**src/rtl/mult_operand_dispatcher_pkg.sv**
```systemverilog
// Shared types for the multiplier operand dispatcher: FSM state encoding
// and default operand/product widths.
package mult_operand_dispatcher_pkg;

   typedef enum logic [1:0] {
      ST_IDLE  = 2'd0,
      ST_ISSUE = 2'd1,
      ST_BUSY  = 2'd2,
      ST_DRAIN = 2'd3
   } disp_state_t;

   localparam int L_WORD_DEF = 4;
   localparam int PROD_W_DEF = 2 * L_WORD_DEF;

endpackage

```
**src/rtl/mult_operand_dispatcher_fifo.sv**
```systemverilog
// Operand-pair FIFO: DEPTH entries, wrap-bit pointers, registered full/empty
// flags so the producer-facing ready is a flop output.
module mult_op_fifo #(
   parameter int DEPTH = 4,
   parameter int WIDTH = 8
) (
   input  logic             clock,
   input  logic             reset,
   input  logic             push,
   input  logic             pop,
   input  logic [WIDTH-1:0] wdata,
   output logic [WIDTH-1:0] rdata,
   output logic             full,
   output logic             empty
);

   localparam int AW = $clog2(DEPTH);

   logic [AW:0]      wr_ptr_r, rd_ptr_r;
   logic [AW:0]      wr_ptr_nx_s, rd_ptr_nx_s;
   logic             do_push_s, do_pop_s;
   logic             full_r, empty_r;
   logic [WIDTH-1:0] mem_r [DEPTH];

   // Next-pointer computation; push/pop are ignored when they would over/underflow
   always_comb begin
      do_push_s = push && !full_r;
      do_pop_s  = pop && !empty_r;
      if (do_push_s) begin
         wr_ptr_nx_s = wr_ptr_r + {{AW{1'b0}}, 1'b1};
      end else begin
         wr_ptr_nx_s = wr_ptr_r;
      end
      if (do_pop_s) begin
         rd_ptr_nx_s = rd_ptr_r + {{AW{1'b0}}, 1'b1};
      end else begin
         rd_ptr_nx_s = rd_ptr_r;
      end
   end

   // Pointer, flag and storage update
   always_ff @(posedge clock) begin
      if (!reset) begin
         wr_ptr_r <= {(AW + 1){1'b0}};
         rd_ptr_r <= {(AW + 1){1'b0}};
         full_r   <= 1'b0;
         empty_r  <= 1'b1;
         for (int i = 0; i < DEPTH; i++) begin
            mem_r[i] <= {WIDTH{1'b0}};
         end
      end else begin
         wr_ptr_r <= wr_ptr_nx_s;
         rd_ptr_r <= rd_ptr_nx_s;
         empty_r  <= (wr_ptr_nx_s == rd_ptr_nx_s);
         full_r   <= (wr_ptr_nx_s[AW] != rd_ptr_nx_s[AW]) &&
                     (wr_ptr_nx_s[AW-1:0] == rd_ptr_nx_s[AW-1:0]);
         if (do_push_s) begin
            mem_r[wr_ptr_r[AW-1:0]] <= wdata;
         end
      end
   end

   assign rdata = mem_r[rd_ptr_r[AW-1:0]];
   assign full  = full_r;
   assign empty = empty_r;

endmodule

```
**src/rtl/mult_operand_dispatcher.sv**
```systemverilog
// Issue stage for the shift-add multiplier: FIFO-buffered operands, Start/Ready/Done
// tracking and a valid/ready result register. Optional watchdog: MULT_DISP_WDOG_EN.
module mult_operand_dispatcher
   import mult_operand_dispatcher_pkg::*;
#(
   parameter int L_word  = L_WORD_DEF,
   parameter int DEPTH   = 4,
   parameter int TMO_CYC = 4 * L_word + 8
) (
   input  logic                  clock,
   input  logic                  reset,
   input  logic                  in_valid,
   output logic                  in_ready,
   input  logic [L_word-1:0]     in_word1,
   input  logic [L_word-1:0]     in_word2,
   output logic [L_word-1:0]     word1,
   output logic [L_word-1:0]     word2,
   output logic                  Start,
   input  logic                  Ready,
   input  logic                  Done,
   input  logic [2*L_word-1:0]   product,
   output logic                  res_valid,
   input  logic                  res_ready,
   output logic [2*L_word-1:0]   res_product,
   output logic                  err
);

   localparam int PW = 2 * L_word;

   disp_state_t          state_r;
   logic [L_word-1:0]    word1_r, word2_r;
   logic                 res_valid_r;
   logic [PW-1:0]        res_product_r;
   logic [PW-1:0]        fifo_head_s;
   logic                 fifo_full_s, fifo_empty_s;
   logic                 push_s, pop_s;
   logic                 complete_s;
   logic                 timeout_s;

   assign push_s     = in_valid && !fifo_full_s;
   assign pop_s      = (state_r == ST_IDLE) && !fifo_empty_s && (!res_valid_r || res_ready);
   assign complete_s = (state_r == ST_BUSY) && Ready && Done;

   mult_op_fifo #(
      .DEPTH (DEPTH),
      .WIDTH (PW)
   ) u_fifo (
      .clock (clock),
      .reset (reset),
      .push  (push_s),
      .pop   (pop_s),
      .wdata ({in_word1, in_word2}),
      .rdata (fifo_head_s),
      .full  (fifo_full_s),
      .empty (fifo_empty_s)
   );

`ifdef MULT_DISP_WDOG_EN
   localparam int WDW = $clog2(TMO_CYC + 1);
   localparam logic [WDW-1:0] WDOG_LIM = WDW'(TMO_CYC - 1);

   logic [WDW-1:0] wdog_r;
   logic           err_r;

   // Timeout fires on the TMO_CYC-th cycle spent in ISSUE/BUSY unless the result lands then
   always_comb begin
      if (((state_r == ST_ISSUE) || (state_r == ST_BUSY)) && (wdog_r == WDOG_LIM) && !complete_s) begin
         timeout_s = 1'b1;
      end else begin
         timeout_s = 1'b0;
      end
   end

   // Watchdog counter and sticky error flag
   always_ff @(posedge clock) begin
      if (!reset) begin
         wdog_r <= {WDW{1'b0}};
         err_r  <= 1'b0;
      end else begin
         if ((state_r == ST_ISSUE) || (state_r == ST_BUSY)) begin
            wdog_r <= wdog_r + {{(WDW - 1){1'b0}}, 1'b1};
         end else begin
            wdog_r <= {WDW{1'b0}};
         end
         if (timeout_s) begin
            err_r <= 1'b1;
         end
      end
   end

   assign err = err_r;
`else
   assign timeout_s = 1'b0;
   assign err       = 1'b0;
`endif

   // Issue FSM with operand holding and result registers
   always_ff @(posedge clock) begin
      if (!reset) begin
         state_r       <= ST_IDLE;
         word1_r       <= {L_word{1'b0}};
         word2_r       <= {L_word{1'b0}};
         res_valid_r   <= 1'b0;
         res_product_r <= {PW{1'b0}};
      end else begin
         if (res_valid_r && res_ready) begin
            res_valid_r <= 1'b0;
         end
         case (state_r)
            ST_IDLE: begin
               if (pop_s) begin
                  {word1_r, word2_r} <= fifo_head_s;
                  state_r            <= ST_ISSUE;
               end
            end
            ST_ISSUE: begin
               if (!Ready) begin
                  state_r <= ST_BUSY;
               end
            end
            ST_BUSY: begin
               if (complete_s) begin
                  res_product_r <= product;
                  res_valid_r   <= 1'b1;
                  state_r       <= ST_DRAIN;
               end
            end
            ST_DRAIN: begin
               state_r <= ST_IDLE;
            end
            default: begin
               state_r <= ST_IDLE;
            end
         endcase
         // Watchdog abort overrides the normal ISSUE/BUSY progression
         if (timeout_s) begin
            res_product_r <= {PW{1'b1}};
            res_valid_r   <= 1'b1;
            state_r       <= ST_DRAIN;
         end
      end
   end

   assign in_ready    = !fifo_full_s;
   assign Start       = (state_r == ST_ISSUE);
   assign word1       = word1_r;
   assign word2       = word2_r;
   assign res_valid   = res_valid_r;
   assign res_product = res_product_r;

endmodule
```
**config.mk**
```make
export PLATFORM = sky130hd
export DESIGN_NAME = mult_operand_dispatcher
export DESIGN_NICKNAME = d
export VERILOG_FILES = /design/src/rtl/mult_operand_dispatcher_pkg.sv /design/src/rtl/mult_operand_dispatcher_fifo.sv /design/src/rtl/mult_operand_dispatcher.sv
export SDC_FILE = /design/constraint.sdc
export NUM_CORES = 1
export LEC_CHECK = 0
export ABC_AREA = 1
export CAP_MARGIN = 15
export CORE_UTILIZATION = 36
export DETAILED_ROUTE_END_ITERATION = 8
export HOLD_SLACK_MARGIN = 0.03
export SYNTH_ARGS = -nofsm -noshare
export SYNTH_HDL_FRONTEND = slang
export SYNTH_HIERARCHICAL = 1
export SYNTH_SLANG_ARGS = --single-unit
```
**constraint.sdc**
```tcl
create_clock -name clock -period 2.85 [get_ports clock]
set_clock_uncertainty 0.05 [all_clocks]
set_input_delay 0.285 -clock clock [delete_from_list [all_inputs] [get_ports clock]]
set_output_delay 0.285 -clock clock [all_outputs]
set_load 0.02 [all_outputs]
```
After elaboration in Yosys (flattened, before gate mapping)

Memory sizes are Yosys's and may differ from the RTL's. A register that Yosys moved wholly into a read port is not among the register bits.
Index checks and enable logic that the tools add are counted.
Widths: inputs -> output; s select.

Bits in registers: 19
Bits in writable memories: 32
Input port bits: 22
Output and inout bits: 20
Word-level logic and storage cells: 54
Memories: 1

Memory list:

| memory       | words | bits a word | read ports | clocked after Yosys merged registers in | write ports | RTL line                           | RTL |
|---|---|---|---|---|---|---|---|
| u_fifo.mem_r | 4     | 8           | 1          | 1                                       | 4           | mult_operand_dispatcher_fifo.sv:23 | `logic [WIDTH-1:0] mem_r [DEPTH];` |

$add $sub $neg: 2
Equal/unequal tests: 9
Mux-type cells: 16
Reductions and logical operators: 19

Operators by type and width:

| operator            | count |
|---|---|
| $logic_and 1x1->1   | 9 |
| $mux 1              | 8 |
| $mux 2              | 4 |
| $mux 8              | 1 |
| $pmux 2 s4          | 1 |
| $reduce_or 8->1     | 1 |
| $add 3x1->3 const B | 2 |
| $mux 3              | 2 |
| $eq 2x2->1 const B  | 2 |
| $logic_not 1->1     | 4 |
| $ne 2x2->1 const B  | 2 |
| $reduce_and 2->1    | 2 |
| $eq 3x3->1          | 1 |
| $reduce_and 3->1    | 1 |
| $eq 2x1->1 const B  | 1 |
| $eq 2x2->1          | 1 |
| $logic_not 2->1     | 1 |
| $ne 2x1->1 const B  | 1 |
| $logic_or 1x1->1    | 1 |
| $ne 1x1->1          | 1 |

Logic depth before layout (Yosys ltp)

Gate-level depths: netlist of the first run.

Depth in word-level cells: 8
Depth in mapped cells: 14

Cells and area by module

The synthesis of the first run kept the hierarchy.

Modules (own cells, without submodules):

| module                  | instances | cells an instance | area an instance (µm²) | seq. area each (µm²) |
|---|---|---|---|---|
| mult_op_fifo            | 1         | 207               | 1899.3                 | 1121.1 |
| mult_operand_dispatcher | 1         | 103               | 799.5                  | 380.4 |

Worst setup path before layout of the first run

OpenSTA, ideal clock, no wires.

Path kind: register to register
From: register u_fifo.full_r, in the netlist u_fifo/full
To: memory u_fifo.mem_r[1][0] (enable)
Data arrival time: 1.429 ns
Data required time: 2.416 ns
Setup slack: 0.987 ns
Stages on the path, launching flop included: 4
Path buffers: 0
Clock period less this slack: 1.863 ns
Path through: dfxtp_1 > nor2_1 > nand2_2 > o21ai_0

RTL lines:

| what                     | RTL line                           | RTL |
|---|---|---|
| start: declaration       | mult_operand_dispatcher_fifo.sv:22 | `logic full_r, empty_r;` |
| start signal: assignment | mult_operand_dispatcher_fifo.sv:55 | `full_r <= (wr_ptr_nx_s[AW] != rd_ptr_nx_s[AW]) &&` |
| end: declaration         | mult_operand_dispatcher_fifo.sv:23 |  |

Final worst setup path of the first run

From: register state_r[0]
To: register u_fifo.empty_r, in the netlist u_fifo/empty

Word-level cells in the longest chain between the ends: 6

RTL lines:

| what                           | RTL line                           | RTL |
|---|---|---|
| start: declaration             | mult_operand_dispatcher.sv:30      | `disp_state_t state_r;` |
| start signal: assignment       | mult_operand_dispatcher.sv:100     | `state_r <= ST_IDLE;` |
| start signal: assignment       | mult_operand_dispatcher.sv:113     | `state_r <= ST_ISSUE;` |
| start signal: assignment       | mult_operand_dispatcher.sv:118     | `state_r <= ST_BUSY;` |
| $logic_not 2->1                | mult_operand_dispatcher.sv:41      | `assign pop_s = (state_r == ST_IDLE) && !fifo_empty_s && (!res_valid_r \|\| res_ready);` |
| $logic_and 1x1->1 (2 in a row) | mult_operand_dispatcher.sv:41      |  |
| named net pop_s                | mult_operand_dispatcher.sv:36      | `logic push_s, pop_s;` |
| $logic_and 1x1->1              | mult_operand_dispatcher_fifo.sv:28 | `do_pop_s = pop && !empty_r;` |
| $mux 3                         | mult_operand_dispatcher_fifo.sv:34 | `if (do_pop_s) begin` |
| $eq 3x3->1                     | mult_operand_dispatcher_fifo.sv:54 | `empty_r <= (wr_ptr_nx_s == rd_ptr_nx_s);` |
| end signal: assignment         | mult_operand_dispatcher_fifo.sv:54 |  |
| end: declaration               | mult_operand_dispatcher_fifo.sv:22 |  |

The timed path passes the listed nets, and every way through them passes these cells.
A chain may end at the register's enable or synchronous reset.

==> results.cfg, run 1 <==
[cts]
postCtsHoldBufs = 0
clock_path_buffers = 2
clk_pin_slew_worst_paths_ns = 0.07
cts_tree = done
ctsHtreeMaxLevel = 3
clkLatencyLatePin_ns = 0.34
cts_resized = 0
cts_setup_buffers = 0
cts_buffers = 9
cts.sinks = 59
root_buffer = clkbuf_8

[critical_path]
cp_slowest_cell = dfxtp_1
max_stage_delay_ns = 0.37
critical_path.endpoint_type = flip-flop
cp_max_fo = 15
critPathLaunchType = flip-flop
reg2reg_depth = 14
crit_top_cell = nand2_1
worstPathCellList = inv_1 -> ha_1 -> inv_2 -> nor2_4 -> nand2_4 -> clkinv_2 -> nand2_1 -> nand2_1 -> nand2_1 -> nand2_1 -> nand2_1 -> nor2_1 -> nand2_1 -> nand2_1
path_class = reg2reg
cp_data_required_time_ns = 3.03
worst_ep_arrival_time_ns = 2.10

[global_route]
grt_max_degree = 26
grt_use_total_pct = 16.0
antenna_found_initial = 0
grt_pass1_wl_mm = 9.20
grt_pass1_vias = 1986
overflow = 0

[floorplanning]
start_util_pct = 37.2
die_x_um = 88.6
core-area_um2 = 7250
dieHeight_um = 88.6
num_rows = 31
dieArea_um2 = 7850
io_pins = 42

[synthesis]
ys_types = 27
yosys-top-cells-area = edfxtp_1 (36%), dfxtp_1 (20%), nor2_1 (9.9%), o21ai_0 (6.3%), nand2_1 (5.1%)
syn_area_um2 = 2700
yosysMostFrequentCell = nor2_1
synth_nets = 337
async_flop_share_pct = 0
synth.avg_cell_area_um2 = 8.71
yosysSeqAreaShare_pct = 55.6
syn_inst = 310
synth_edf_count = 32
yosys-top-cells-count = nor2_1 (71), nand2_1 (37), o21ai_0 (34)
ys_warn_count = 6
synth_seq_cells = 59
ys.flop_type = edfxtp_1
synth_top_area_cell = edfxtp_1
yosys.area.top_type_share_pct = 35.6

[detailed_routing]
num_vias = 2090
drc = 0
first_pass_iters = 4
final_antenna_net_count = 0
routed_wl_mm = 5.70
drt_iter0_drc = 97
wire_per_inst_um = 12.4
via_per_inst = 4.53

[pwr]
p_per_area_nw_per_um2 = 761
seqPwrFrac_pct = 40.7
p_leak_nw = 1.39
p_comb_share_pct = 26.4
peakVddDrop_mv = 0.285
p_sw_share_pct = 31.8
intPower_mw = 1.77
p_clk_share_pct = 32.9
p_switching_uw = 829
total_power_mw = 2.60

[layout]
multi_input_area_um2 = 982
diodes = 0
areaGrowthSynthToFinish_pct = 26.7
final_area_um2 = 3420
final_nets = 384
fillers = 728
seqCellArea_um2 = 1500
drive_above_1_share_pct = 11.6

[placed_design]
io_buffers = 40
place.gp.congestion = 0.778
dp_hpwl_mm = 4.10
placed_area_um2 = 3190

[timing]
drv_slew = 0
setup_viol = 0
tns_ns = 0
period_share_pct = 67.4
fmax_mhz = 521
period_needed_ns = 1.92
rsz0062_at_grt = no
hold_viol = 0

[run_status]
status = finished clean

[min_path]
min_path_cells = 2
hp-class = reg2reg

[job]
max_cap_violations = 0
-- final cells by class --
cell class / instances / share of cell area, %
Inverter: 41 / 4.54
Timing Repair Buffer: 44 / 12.6
Sequential cell: 59 / 43.9
Clock buffer: 9 / 3.62
Multi-Input combinational cell: 202 / 28.7
Tap cell: 99 / 3.62
Clock inverter: 7 / 2.96
-- cells by family (layout without fill, tap and decap cells) --
family	count (synthesis)	after routing	synth area share, %
AND/OR/NAND/NOR	142	142	23.5
flip-flops	59	59	55.6
AO/OA/AOI/OAI	54	54	10.5
buffers and inverters	49	101	7.97
adder cells (fa/ha/maj)	5	5	2.32
other	1	1	0.139
-- cells in the final DEF, fill, tap and decap left out --
cell type and instances:
nor2_1 71, clkdlybuf4s50_1 40, nand2_1 37, o21ai_0 34
inv_1 32, edfxtp_1 32, dfxtp_1 27, nand3_1 12
a21oi_1 11, clkbuf_8 9, inv_2 8, o22ai_1 8
nor3_1 6, ha_1 5, nand2_2 4, buf_4 4
nand2_4 3, nor2_4 2, bufinv_16 2, clkinv_4 2
clkinvlp_4 2, nor3_2 2, nand4_1 2, clkinv_2 1
nand3_2 1, a21boi_0 1, conb_1 1, inv_6 1
nor2_2 1, nand3b_1 1
-- layer usage --
metal | share of wire, % | GRT usage [%] | vias up
li1 | - | - | 1107
met1 | 49 | 20.1 | 928
met2 | 44 | 25.3 | 48
met3 | 5.1 | 4.66 | 7
met4 | 1.6 | 8.06 | 0
met5 | 0 | 0 | -
-- per-stage QoR --
stage               hold slack, ns  worst slack (ns)  utilization, %  instances
global placement             0.379             0.631            44.0        445
CTS                          0.394             0.909            47.1        461
detailed placement           0.384             0.604            44.0        445
finish                       0.393             0.929            47.1        461
global route                 0.414             0.715            47.1        461
floorplan                    0.304             0.987               -        310
-- power by group through the flow --
stage | combinational, mW | clock, mW | sequential (mW)
after global placement | 0.679 | 0 | 1.07
after global routing | 0.769 | 0.910 | 1.07
after CTS | 0.695 | 0.873 | 1.06
after floorplan | 0.425 | 0 | 1.12
after detailed placement | 0.693 | 0 | 1.08
final | 0.688 | 0.857 | 1.06
-- worst max-delay path, delay by kind of cell (launching register included) --
| family | cells | cell delay, ns |
|---|---|---|
| AND/OR/NAND/NOR | 10 | 0.79 |
| buffers and inverters | 3 | 0.36 |
| adder cells (fa/ha/maj) | 1 | 0.25 |
| flip-flops | 1 | 0.37 |
-- worst paths after layout --
check	start	end	slack (ns)
setup / recovery	state_r[0]	u_fifo/empty	0.93
hold / removal	res_product[4]	res_product[4]	0.39
setup reg to reg	state_r[0]	u_fifo/empty	0.93
hold reg to reg	res_product[4]	res_product[4]	0.39
-- state kept, by name, indices dropped and copies added, names as in the netlist --
register	count
state_r	2
u_fifo/full	1
u_fifo/wr_ptr_r	3
res_valid	1
res_product	8
word1	4
u_fifo/rd_ptr_r	3
word2	4
u_fifo/mem_r	32
u_fifo/empty	1
(Power assumes the default switching activity.)
==> run 2, diff against run 1 <==
clock period = 1.63 ns   (was 2.85 ns; I/O delays follow)
==> run 2 against run 1 <==
Critical path depth decreased by 11; via count increased by 5.2%; power increased by 80%; cell count increased by 2.6%; sequential power increased by 74%; clock-buffer cell count increased by 1; critical path type is now reg2out; largest power group unchanged.
==> results.cfg, run 2 (synthesis gave the netlist of run 1 again) <==
[floorplanning]
io_pins = 42
die_x_um = 88.6
dieArea_um2 = 7850
start_util_pct = 37.2
dieHeight_um = 88.6
num_rows = 31
core-area_um2 = 7250

[run_status]
status = finished clean

[placed_design]
pre_cts_ws_ns = -0.235
dp_hpwl_mm = 4.23
place_inst = 457
place.gp.congestion = 0.808
io_buffers = 40

[critical_path]
cp_max_fo = 2
critPathLaunchType = flip-flop
reg2reg_depth = 8
critical_path.endpoint_type = output pin
crit_start = state_r[0]
r2r_end = u_fifo/mem_r[0][6]
path_class = reg2out
r2r_setup_slack_ns = 0.14
r2r_start = u_fifo/full
crit_end = Start
cp_data_required_time_ns = 1.42
worst_ep_arrival_time_ns = 1.31

[global_route]
antenna_found_initial = 0
grt_max_degree = 26
grt_use_total_pct = 15.9
grt_pass1_vias = 2031
grt_pass1_wl_mm = 9.25
overflow = 0

[layout]
final_util_pct = 49.0
final_nets = 396
areaGrowthSynthToFinish_pct = 31.6
seqCellArea_um2 = 1500
diodes = 0
top_register = u_fifo/mem_r
fin_cells = 473
drive_above_1_share_pct = 17.1
largest_register_ffs = 32
fillers = 693
multi_input_area_um2 = 1020
final_common_cell = nor2_1
final_cell_mix = nor2_1 (70), clkdlybuf4s50_1 (38), o21ai_0 (32), edfxtp_1 (32)

[detailed_routing]
routed_wl_mm = 5.71
num_vias = 2198
final_antenna_net_count = 0
wire_per_inst_um = 12.1
drc = 0
via_per_inst = 4.65
first_pass_iters = 4
drt_iter0_drc = 115

[timing]
period_needed_ns = 1.52
hold_viol = 0
drv_slew = 0
setup_viol = 0
worst_slack_ns = 0.110
period_share_pct = 93.3
fmax_mhz = 658
whs_ns = 0.391

[min_path]
hp-class = reg2reg
min_path_cells = 2

[pwr]
total_power_mw = 4.68
p_leak_nw = 1.47
peakVddDrop_mv = 0.383
p_per_area_nw_per_um2 = 1320

[cts]
cts_tree = done
clkLatencyLatePin_ns = 0.33
root_buffer = clkbuf_8
cts.sinks = 59
ctsHtreeMaxLevel = 3
clock_path_buffers = 2
clk_pin_slew_worst_paths_ns = 0.07
cts_buffers = 9
cts_setup_buffers = 0

[job]
max_cap_violations = 0
## run 2: worst min-delay path by stage
stage                      to           start  slack, ns
4_1_cts        res_product[1]  res_product[1]       0.39
3_5_place_dp   res_product[1]  res_product[1]       0.38
2_1_floorplan    u_fifo/empty           reset       0.18
5_1_grt        res_product[1]  res_product[1]       0.42
3_3_place_gp   res_product[5]  res_product[5]       0.38
6_report       res_product[2]  res_product[2]       0.39
## run 2: layout make-up
cell class              instances  share of cell area [%]
clock buffers                  10                    3.59
clock inverters                 6                    2.50
inverters                      41                    4.47
multi-input cells             202                    28.7
flip-flops and latches         59                    42.3
well taps                      99                    3.49
repair buffers                 56                    14.9
## run 2: worst max-delay path, cell delays in order, from the launching register on
cell,delay (ns)
dfxtp_1,0.32
buf_4,0.13
ha_1,0.20
dlygate4sd2_1,0.32
## run 2: power by group
| group | switching (mW) | total [mW] | leakage, nW | internal, mW |
|---|---|---|---|---|
| Sequential | 0.0923 | 1.84 | 0.554 | 1.75 |
| Combinational | 0.784 | 1.38 | 0.810 | 0.598 |
| Clock | 0.592 | 1.46 | 0.103 | 0.863 |
| Total | 1.47 | 4.68 | 1.47 | 3.21 |
## run 2: layer usage
layer  part of all wire (%)  global-route usage [%]  vias up
li1                       -                       -     1134
met3                    5.7                    4.38        2
met1                     47                    19.3      989
met5                      0                       0        -
met4                   0.60                    7.18        0
met2                     46                    26.2       73
## run 2: timing repair
item | in CTS | in global routing
hold buffers | 0 | 0
setup endpoints to repair | 3 | 10
pin swaps | 0 | 3
resized for setup | 3 | 13
## run 2: stage by stage
stage | setup TNS, ns | instance area [um^2]
floorplan | 0 | 2700
global placement | -3.41 | 3300
detailed placement | -4.86 | 3300
CTS | 0 | 3510
global route | -0.0146 | 3550
finish | 0 | 3550
==> run 3, diff against run 2 <==
CTS_CLUSTER_DIAMETER = 40   (was not set)
CTS_CLUSTER_SIZE = 8   (was not set)
==> results of run 3 <==
Final layout, timing and power as in run 2 (identical DEF).
